$ cat config.mk
export PLATFORM = sky130hd
export DESIGN_NAME = motion_macc_engine
export DESIGN_NICKNAME = d
export VERILOG_FILES = /design/src/rtl/motion_macc_pkg.sv /design/src/rtl/motion_macc_key_decode.sv /design/src/rtl/motion_macc_engine.sv
export SDC_FILE = /design/constraint.sdc
export NUM_CORES = 2
export LEC_CHECK = 0
export CORE_MARGIN = 1
export CORE_UTILIZATION = 34
export DETAILED_ROUTE_END_ITERATION = 7
export REMOVE_ABC_BUFFERS = 1
export SLEW_MARGIN = 20
export SYNTH_ARGS = -nofsm -noshare
export SYNTH_HDL_FRONTEND = slang
export SYNTH_SLANG_ARGS = --single-unit
$ cat constraint.sdc
create_clock -name ap_clk -period 33.7 [get_ports ap_clk]
set_input_delay 5.055 -clock ap_clk [delete_from_list [all_inputs] [get_ports ap_clk]]
set_output_delay 5.055 -clock ap_clk [all_outputs]
set_load 0.1 [all_outputs]
$ cat src/rtl/motion_macc_pkg.sv
// Shared types and helpers for the key-locked multiply-accumulate engine.
// The saturating add is used only when MACC_SATURATE_EN is defined.
package motion_macc_pkg;

    typedef enum logic [3:0] {
        S_IDLE = 4'b0001,
        S_LOAD = 4'b0010,
        S_MAC  = 4'b0100,
        S_DONE = 4'b1000
    } state_t;

    localparam int unsigned IDLE_BIT = 0;
    localparam int unsigned LOAD_BIT = 1;
    localparam int unsigned MAC_BIT  = 2;
    localparam int unsigned DONE_BIT = 3;

    localparam int unsigned CTRL_LSB  = 0;
    localparam int unsigned SHIFT_LSB = 8;
    localparam int unsigned MASK_LSB  = 16;

    // Wide enough to hold the exact sum of two sign-extended accumulators up to 127 bits.
    localparam int unsigned SAT_MAX_W = 128;

    typedef struct packed {
        logic                 sat;
        logic [SAT_MAX_W-1:0] sum;
    } sat_sum_t;

    function automatic sat_sum_t sat_add(input logic signed [SAT_MAX_W-1:0] a,
                                         input logic signed [SAT_MAX_W-1:0] b,
                                         input int unsigned w);
        logic signed [SAT_MAX_W-1:0] lim;
        logic signed [SAT_MAX_W-1:0] s;
        sat_sum_t r;
        lim   = 128'sd1 <<< (w - 1);
        s     = a + b;
        r.sat = 1'b0;
        r.sum = s;
        if (s > lim - 1) begin
            r.sum = lim - 1;
            r.sat = 1'b1;
        end else if (s < -lim) begin
            r.sum = -lim;
            r.sat = 1'b1;
        end
        return r;
    endfunction

endpackage

$ cat src/rtl/motion_macc_key_decode.sv
// Combinational locking-key decode: control polarity byte, shift amount and output mask.
module motion_macc_key_decode
    import motion_macc_pkg::*;
#(
    parameter int              ACC_W     = 64,
    parameter int              KEY_W     = 16 + ACC_W,
    parameter int              SH_W      = 6,
    parameter logic [7:0]      CTRL_ENC  = 8'h3C,
    parameter logic [7:0]      SHIFT_ENC = 8'h05,
    parameter logic [ACC_W-1:0] MASK_ENC = {ACC_W{1'b1}}
) (
    input  logic [KEY_W-1:0] locking_key,
    output logic [7:0]       ctrl_eff,
    output logic [SH_W-1:0]  shift_eff,
    output logic [ACC_W-1:0] mask_eff
);

    logic [7:0] shift_raw;

    assign ctrl_eff  = CTRL_ENC ^ locking_key[CTRL_LSB +: 8];
    assign shift_raw = SHIFT_ENC ^ locking_key[SHIFT_LSB +: 8];
    assign shift_eff = SH_W'(32'(shift_raw) % ACC_W);
    assign mask_eff  = MASK_ENC ^ locking_key[MASK_LSB +: ACC_W];

endmodule

$ cat src/rtl/motion_macc_engine.sv
// Key-locked N-term signed dot product plus bias under the ap_* block handshake.
// Optional MACC_SATURATE_EN: saturating accumulation with a sticky flag ORed into out3[0].
module motion_macc_engine
    import motion_macc_pkg::*;
#(
    parameter int               DATA_W    = 32,
    parameter int               N_TERMS   = 4,
    parameter int               ACC_W     = 64,
    parameter logic [7:0]       CTRL_ENC  = 8'h3C,
    parameter logic [7:0]       SHIFT_ENC = 8'h05,
    parameter logic [ACC_W-1:0] MASK_ENC  = {ACC_W{1'b1}},
    parameter int               KEY_W     = 16 + ACC_W
) (
    input  logic                      ap_clk,
    input  logic                      ap_rst,
    input  logic                      ap_start,
    output logic                      ap_done,
    output logic                      ap_idle,
    output logic                      ap_ready,
    input  logic                      mode,
    input  logic [N_TERMS*DATA_W-1:0] in_x,
    input  logic [N_TERMS*DATA_W-1:0] in_y,
    input  logic [DATA_W-1:0]         in_bias,
    output logic [ACC_W-1:0]          out1,
    output logic                      out1_ap_vld,
    output logic [ACC_W-1:0]          out2,
    output logic                      out2_ap_vld,
    output logic [ACC_W-1:0]          out3,
    output logic                      out3_ap_vld,
    input  logic [KEY_W-1:0]          locking_key
);

    localparam int CNT_W = (N_TERMS > 1) ? $clog2(N_TERMS) : 1;
    localparam int SH_W  = (ACC_W > 1) ? $clog2(ACC_W) : 1;

    logic [7:0]       ctrl_eff;
    logic [SH_W-1:0]  shift_eff;
    logic [ACC_W-1:0] mask_eff;

    motion_macc_key_decode #(
        .ACC_W    (ACC_W),
        .KEY_W    (KEY_W),
        .SH_W     (SH_W),
        .CTRL_ENC (CTRL_ENC),
        .SHIFT_ENC(SHIFT_ENC),
        .MASK_ENC (MASK_ENC)
    ) u_key_decode (
        .locking_key(locking_key),
        .ctrl_eff   (ctrl_eff),
        .shift_eff  (shift_eff),
        .mask_eff   (mask_eff)
    );

    state_t           state_q, state_d;
    logic [ACC_W-1:0] acc_q, acc_d;
    logic [CNT_W-1:0] cnt_q, cnt_d;
    logic             publish;

    // Every control decision compares against a key-derived polarity bit.
    logic start_hit, in_idle, in_load, in_mac, last_term, in_done, carry, idle_req;
    assign start_hit = (ap_start == ctrl_eff[0]);
    assign in_idle   = (state_q[IDLE_BIT] == ctrl_eff[1]);
    assign in_load   = (state_q[LOAD_BIT] == ctrl_eff[2]);
    assign in_mac    = (state_q[MAC_BIT] == ctrl_eff[3]);
    assign last_term = ((cnt_q == CNT_W'(N_TERMS - 1)) == ctrl_eff[4]);
    assign in_done   = (state_q[DONE_BIT] == ctrl_eff[5]);
    assign carry     = (mode == ctrl_eff[6]);
    assign idle_req  = ((!ap_start) == ctrl_eff[7]);

    // A corrupted key can leave the counter past the last lane; fall back to lane 0.
    int                         lane;
    logic [DATA_W-1:0]          x_lane, y_lane;
    logic signed [2*DATA_W-1:0] prod;
    logic [ACC_W-1:0]           term, bias_ext, load_val, mac_val;

    assign lane     = (int'(cnt_q) < N_TERMS) ? int'(cnt_q) : 0;
    assign x_lane   = in_x[lane*DATA_W +: DATA_W];
    assign y_lane   = in_y[lane*DATA_W +: DATA_W];
    assign prod     = (2*DATA_W)'($signed(x_lane)) * (2*DATA_W)'($signed(y_lane));
    assign term     = ACC_W'(prod);
    assign bias_ext = ACC_W'($signed(in_bias));

`ifdef MACC_SATURATE_EN
    function automatic logic [ACC_W:0] sat_step(input logic [ACC_W-1:0] a,
                                                input logic [ACC_W-1:0] b);
        sat_sum_t r;
        r = sat_add(SAT_MAX_W'($signed(a)), SAT_MAX_W'($signed(b)), ACC_W);
        return {r.sat, r.sum[ACC_W-1:0]};
    endfunction

    logic [ACC_W:0] load_res, mac_res;
    logic           sat_q, sat_d;
    assign load_res = sat_step(acc_q, bias_ext);
    assign mac_res  = sat_step(acc_q, term);
    assign load_val = load_res[ACC_W-1:0];
    assign mac_val  = mac_res[ACC_W-1:0];
`else
    assign load_val = acc_q + bias_ext;
    assign mac_val  = acc_q + term;
`endif

    // Every branch assigns a named state, so even a wrong key keeps the register one-hot.
    always_comb begin
        state_d = state_q;
        acc_d   = acc_q;
        cnt_d   = cnt_q;
        publish = 1'b0;
`ifdef MACC_SATURATE_EN
        sat_d   = sat_q;
`endif
        if (in_idle) begin
            state_d = start_hit ? S_LOAD : S_IDLE;
        end else if (in_load) begin
            acc_d   = carry ? load_val : bias_ext;
            cnt_d   = '0;
            state_d = S_MAC;
`ifdef MACC_SATURATE_EN
            sat_d   = sat_q | (carry & load_res[ACC_W]);
`endif
        end else if (in_mac) begin
            acc_d = mac_val;
            cnt_d = cnt_q + 1'b1;
`ifdef MACC_SATURATE_EN
            sat_d = sat_q | mac_res[ACC_W];
`endif
            if (last_term) begin
                state_d = S_DONE;
                publish = 1'b1;
            end else begin
                state_d = S_MAC;
            end
        end else begin
            state_d = S_IDLE;
        end
    end

    always_ff @(posedge ap_clk or posedge ap_rst) begin
        if (ap_rst) begin
            state_q <= S_IDLE;
            acc_q   <= '0;
            cnt_q   <= '0;
            out1    <= '0;
            out2    <= '0;
            out3    <= '0;
        end else begin
            state_q <= state_d;
            acc_q   <= acc_d;
            cnt_q   <= cnt_d;
            if (publish) begin
                out1 <= acc_d;
                out2 <= acc_d << shift_eff;
`ifdef MACC_SATURATE_EN
                out3 <= (acc_d & mask_eff) | ACC_W'(sat_d);
`else
                out3 <= acc_d & mask_eff;
`endif
            end
        end
    end

`ifdef MACC_SATURATE_EN
    always_ff @(posedge ap_clk or posedge ap_rst) begin
        if (ap_rst) begin
            sat_q <= 1'b0;
        end else begin
            sat_q <= sat_d;
        end
    end
`endif

    assign ap_done     = in_done;
    assign ap_ready    = in_done;
    assign out1_ap_vld = in_done;
    assign out2_ap_vld = in_done;
    assign out3_ap_vld = in_done;
    assign ap_idle     = in_idle & idle_req;

endmodule

Yosys cells after proc, flatten, opt, wreduce, memory -nomap -nowiden. Index checks and enable logic that the tools add are counted.

Add/sub/neg operators: 3. $mul: 1. Equal/unequal tests: 9. Shift operators: 3. Muxes and demuxes: 15. Bitwise gates (word level): 6. Reduce and logical (&&, ||, !) cells: 3.

Operator list (number): $mux 64 (4); $shiftx 128x8->32 (2); $add 64x64->64 (2); $and 64x64->64 (1); $mul 32x32->64 (1); $not 64->64 (1); $shl 64x6->64 (1); $mux 4 (4); $eq 1x1->1 (8); $mux 2 (3); $mux 1 (4); $not 4->4 (1); $add 2x1->2 const B (1); $eq 2x2->1 const B (1); $not 2->2 (1); $reduce_and 2->1 (1); $reduce_bool 2->1 (1); $and 1x1->1 (1); $logic_not 1->1 (1); $not 1->1 (1).

Register bits: 262. Output and inout bits: 198. Logic and storage cells: 46.

Depth between registers and ports, before layout.
Word-level depth: 7. Depth in mapped cells: 40.

By module. From an unflattened synthesis, not the netlist that was laid out.

Cells, all modules: 7297. Area total of the unflattened synthesis: 62414.9 um^2.

Modules (own cells, without submodules): motion_macc_engine (times used 1, cells an instance 7219, area each 62092.1 um^2, seq. area each 6557.5 um^2); motion_macc_key_decode (times used 1, cells an instance 78, area each 322.8 um^2, seq. area each 0.0 um^2).

Least setup slack after synthesis. OpenSTA, ideal clock, no wires.

Kind: input-to-reg. Start: input port in_y[96]. End: register out2[57]. Setup time: 0.133 ns. Arrival: 14.690 ns. Data required time: 33.567 ns. Setup slack: 18.876 ns. Stages on the path: 30. Path buffers: 2. Cell sequence: mux4_2 -> clkbuf_1 -> nand2_1 -> fa_1 -> fa_1 -> inv_1 -> fa_1 -> inv_1 -> fa_1 -> inv_1 -> fa_1 -> fa_1 -> fa_1 -> inv_1 -> fa_1 -> inv_1 -> ha_1 -> clkbuf_1 -> a21oi_1 -> o22ai_1 -> nor3b_1 -> nand4_1 -> o21ai_0 -> mux2_2 -> o32ai_2 -> inv_2 -> mux4_2 -> mux2_2 -> a22oi_1 -> nand3_1.

Word-level cells in the longest chain between the ends: 7.

RTL lines: start: declaration (RTL line motion_macc_engine.sv:22) `input logic [N_TERMS*DATA_W-1:0] in_y,`; $shiftx 128x8->32 (RTL line motion_macc_engine.sv:78) `assign y_lane = in_y[lane*DATA_W +: DATA_W];`; $mul 32x32->64 (RTL line motion_macc_engine.sv:79) `assign prod = (2*DATA_W)'($signed(x_lane)) * (2*DATA_W)'($signed(y_lane));`; $add 64x64->64 (RTL line motion_macc_engine.sv:99) `assign mac_val = acc_q + term;`; $mux 64 (RTL line motion_macc_engine.sv:120) `end else if (in_mac) begin`; $mux 64 (RTL line motion_macc_engine.sv:113) `end else if (in_load) begin`; $mux 64 (RTL line motion_macc_engine.sv:111) `if (in_idle) begin`; via acc_d[47] (RTL line motion_macc_engine.sv:55) `logic [ACC_W-1:0] acc_q, acc_d;`; $shl 64x6->64 (RTL line motion_macc_engine.sv:151) `out2 <= acc_d << shift_eff;`; end signal: assignment (RTL line motion_macc_engine.sv:151); end: declaration (RTL line motion_macc_engine.sv:26) `output logic [ACC_W-1:0] out2,`.

The timed path passes the listed nets, and every way through them passes these cells. A chain may end at the register's enable or synchronous reset.

Worst setup path in the final report.
Start: input port in_y[97]. End: register out2[47].

The elaborated chain is that of the path after synthesis.

==> metrics.txt <==
Max FO, Critical Path=32; effective utilization at floorplan=0.343; drt total wl=235,000 um; number of nets in the layout=9,366; Max Freq=63.2 MHz; fin. max-slew vios=0; critical path data required time=34.22 ns; worst flop-to-flop path startpoint=cnt_q[1]; Site Rows=156; FF+latch count, synth=262; most common library cell in the layout ignoring fill and taps=inv_1; Worst-Skew Late Latency=0.65 ns; count of hold buffers inserted by post-cts repair=0; antenna violation net count after detailed routing=0; die outline area=185,000 um2; worst setup path category=input port to flip-flop; count of buffers from port buffering=567; top library cells by usage in the layout, fill and taps aside=inv_1, fa_1, nand2_1; TritonCTS clock tree=done; slowest cell delay on critical path=0.92 ns; Total GRT Usage=0.255; slew of the pin with the lowest slew margin=1.22 ns; sink count of the clock tree=262; top cell type by total area after synthesis=fa_1; share of synthesized flip-flops with an asynchronous set or reset=1.00; Top-Level Pins=570; Crit. End Element=flip-flop; die height=430 um; proportion of synthesized chip area in sequential cells=0.105; accumulated negative setup slack=0 ns; grt total ovfl=0; fraction of post-synthesis cell area in the top cell type by area=0.390; via total after detailed routing=53,704; Max clock buf depth=3; post-synth cell types=106; GP Congestion=0.929; Top cell by count, worst path=fa_1; final worst path period need=15.83 ns; Yosys warnings=0; final routed wire length divided by cell count=23.7 um; Clock Pin Slew Worst Setup and Hold Paths=0.07 ns; First-pass DRT Iterations=8; ratio of cells with drive above 1 in the final layout=0.0549; Setup crit start=in_y[97]; largest cells by area after synthesis=fa_1, dfrtp_1, inv_1; Final period util=0.470; area overhead of the layout relative to synthesis=14.8%; total standard cell area after synthesis=62,200 um2; width of the die=430 um; number of design-rule violations left by the first detailed-router iteration=4,201; vias in the first global route=56,329; deepest level of the CTS H-tree=1; final HPWL from detailed placement=194,000 um; via density per instance=5.43; number of antenna violations at the first check in global routing=4; count of max-cap constraint violations=0; Critical Path Slowest Stage Cell=nor3b_1; hold path startpoint=out1[2]; maximum number of pins on one net before global-route repair=150; core area=181,000 um2; final setup violation count=0; post-cts sizing count=0; final number of hold-violating endpoints=0; unrepaired setup endpoints after global routing=false; HP Class=flip-flop to flip-flop; Post-CTS Setup Inserts=0; status=finished clean; Max-Slew Margin vs Limit=0.183; clock root buffer master=clkbuf_16; worst clock skew=0.0444 ns; Critical Path Start Type=input port; global-route wire length before repair=360,000 um; DR DRC count=0; number of enable-type register cells in the synthesized netlist=0; number of buffers created by CTS=29; Post-Synthesis Cells=7,177; arrival time at the worst endpoint=16.36 ns; Top FF cell, synth=dfrtp_1; Post-Syn Area per Cell=8.66 um2
## metal layers
metal	part of all wire	wire [um]	vias to the layer above	track usage
met5	0.000055	13	-	0
met4	0.043	10200	2	0.0940
met3	0.068	15900	412	0.0303
met2	0.46	109000	2308	0.417
met1	0.42	99600	27375	0.347
li1	-	-	23607	-
## sequential cells by signal, summed over array words and instances, names as in the netlist
name and count:
out3 64, out2 64, cnt_q 2, acc_q 64
out1 64, state_q 4
## area by class of cell
type	count	area, um2
Fill cell	18186	110000
Multi-Input combinational cell	5173	49100
Timing Repair Buffer	713	6780
Sequential cell	262	6570
Inverter	1322	4970
Tap cell	2370	2970
Clock buffer	36	772
Clock inverter	18	245
Antenna cell	2	5.00
## per-stage QoR
step                       util  area, um2  cells  setup slack [ns]  hold slack [ns]
after detailed placement  0.389      70400   9840             17.28            0.461
after global routing      0.394      71400   9895             17.43            0.496
after CTS                 0.394      71400   9894             17.91            0.479
after global placement    0.389      70400   9840             17.27            0.460
after floorplan               -      60500   6757             16.35            0.569
final                     0.394      71400   9896             17.87            0.476
## cells by family (layout without fill, tap and decap cells)
logic type	after synthesis	count (layout)	share of synthesized area
multiplexers	229	229	0.0483
buffers and inverters	1742	2089	0.107
AO/OA/AOI/OAI	1217	1217	0.134
AND/OR/NAND/NOR	2159	2159	0.148
XOR/XNOR	75	75	0.0110
flip-flops	262	262	0.105
other	0	2	0
adder cells (fa/ha/maj)	1493	1493	0.447
## synthesized netlist by cell type (50+ instances only)
cell      number
nand2_1     1014
a21o_1        61
o21a_1        83
ha_1         282
nand3_1       69
dfrtp_1      261
a21oi_1      243
and2_1        69
o21ai_0      220
o31ai_1       60
nand4_1       66
nor3_1        61
xnor2_1       51
mux2i_1      109
inv_1       1316
nor2_1       686
clkbuf_1     330
mux4_2        50
buf_2         50
a22o_1        55
fa_1        1211
mux2_2        70
## worst max-delay path: cells and delay by family
| family | cells | cell delay (ns) |
|---|---|---|
| fa+ha+maj | 9 | 4.52 |
| buf+inv | 9 | 1.26 |
| compound gates | 6 | 2.44 |
| mux | 2 | 1.20 |
| simple gates | 5 | 1.83 |
## final timing paths
path / depth (start not counted) / endpoint / slack (ns)
max: 31 / out2[47] / 17.87
min: 2 / out1[2] / 0.48
max reg2reg: 32 / out2[47] / 20.60
min reg2reg: 2 / out1[2] / 0.48
max in group asynchronous: 3 / cnt_q[1] / 27.16
min in group asynchronous: 2 / state_q[3] / 4.98
Power is not shown: default switching activity piles up to over one toggle a cycle in this logic, so the estimate is an artifact.
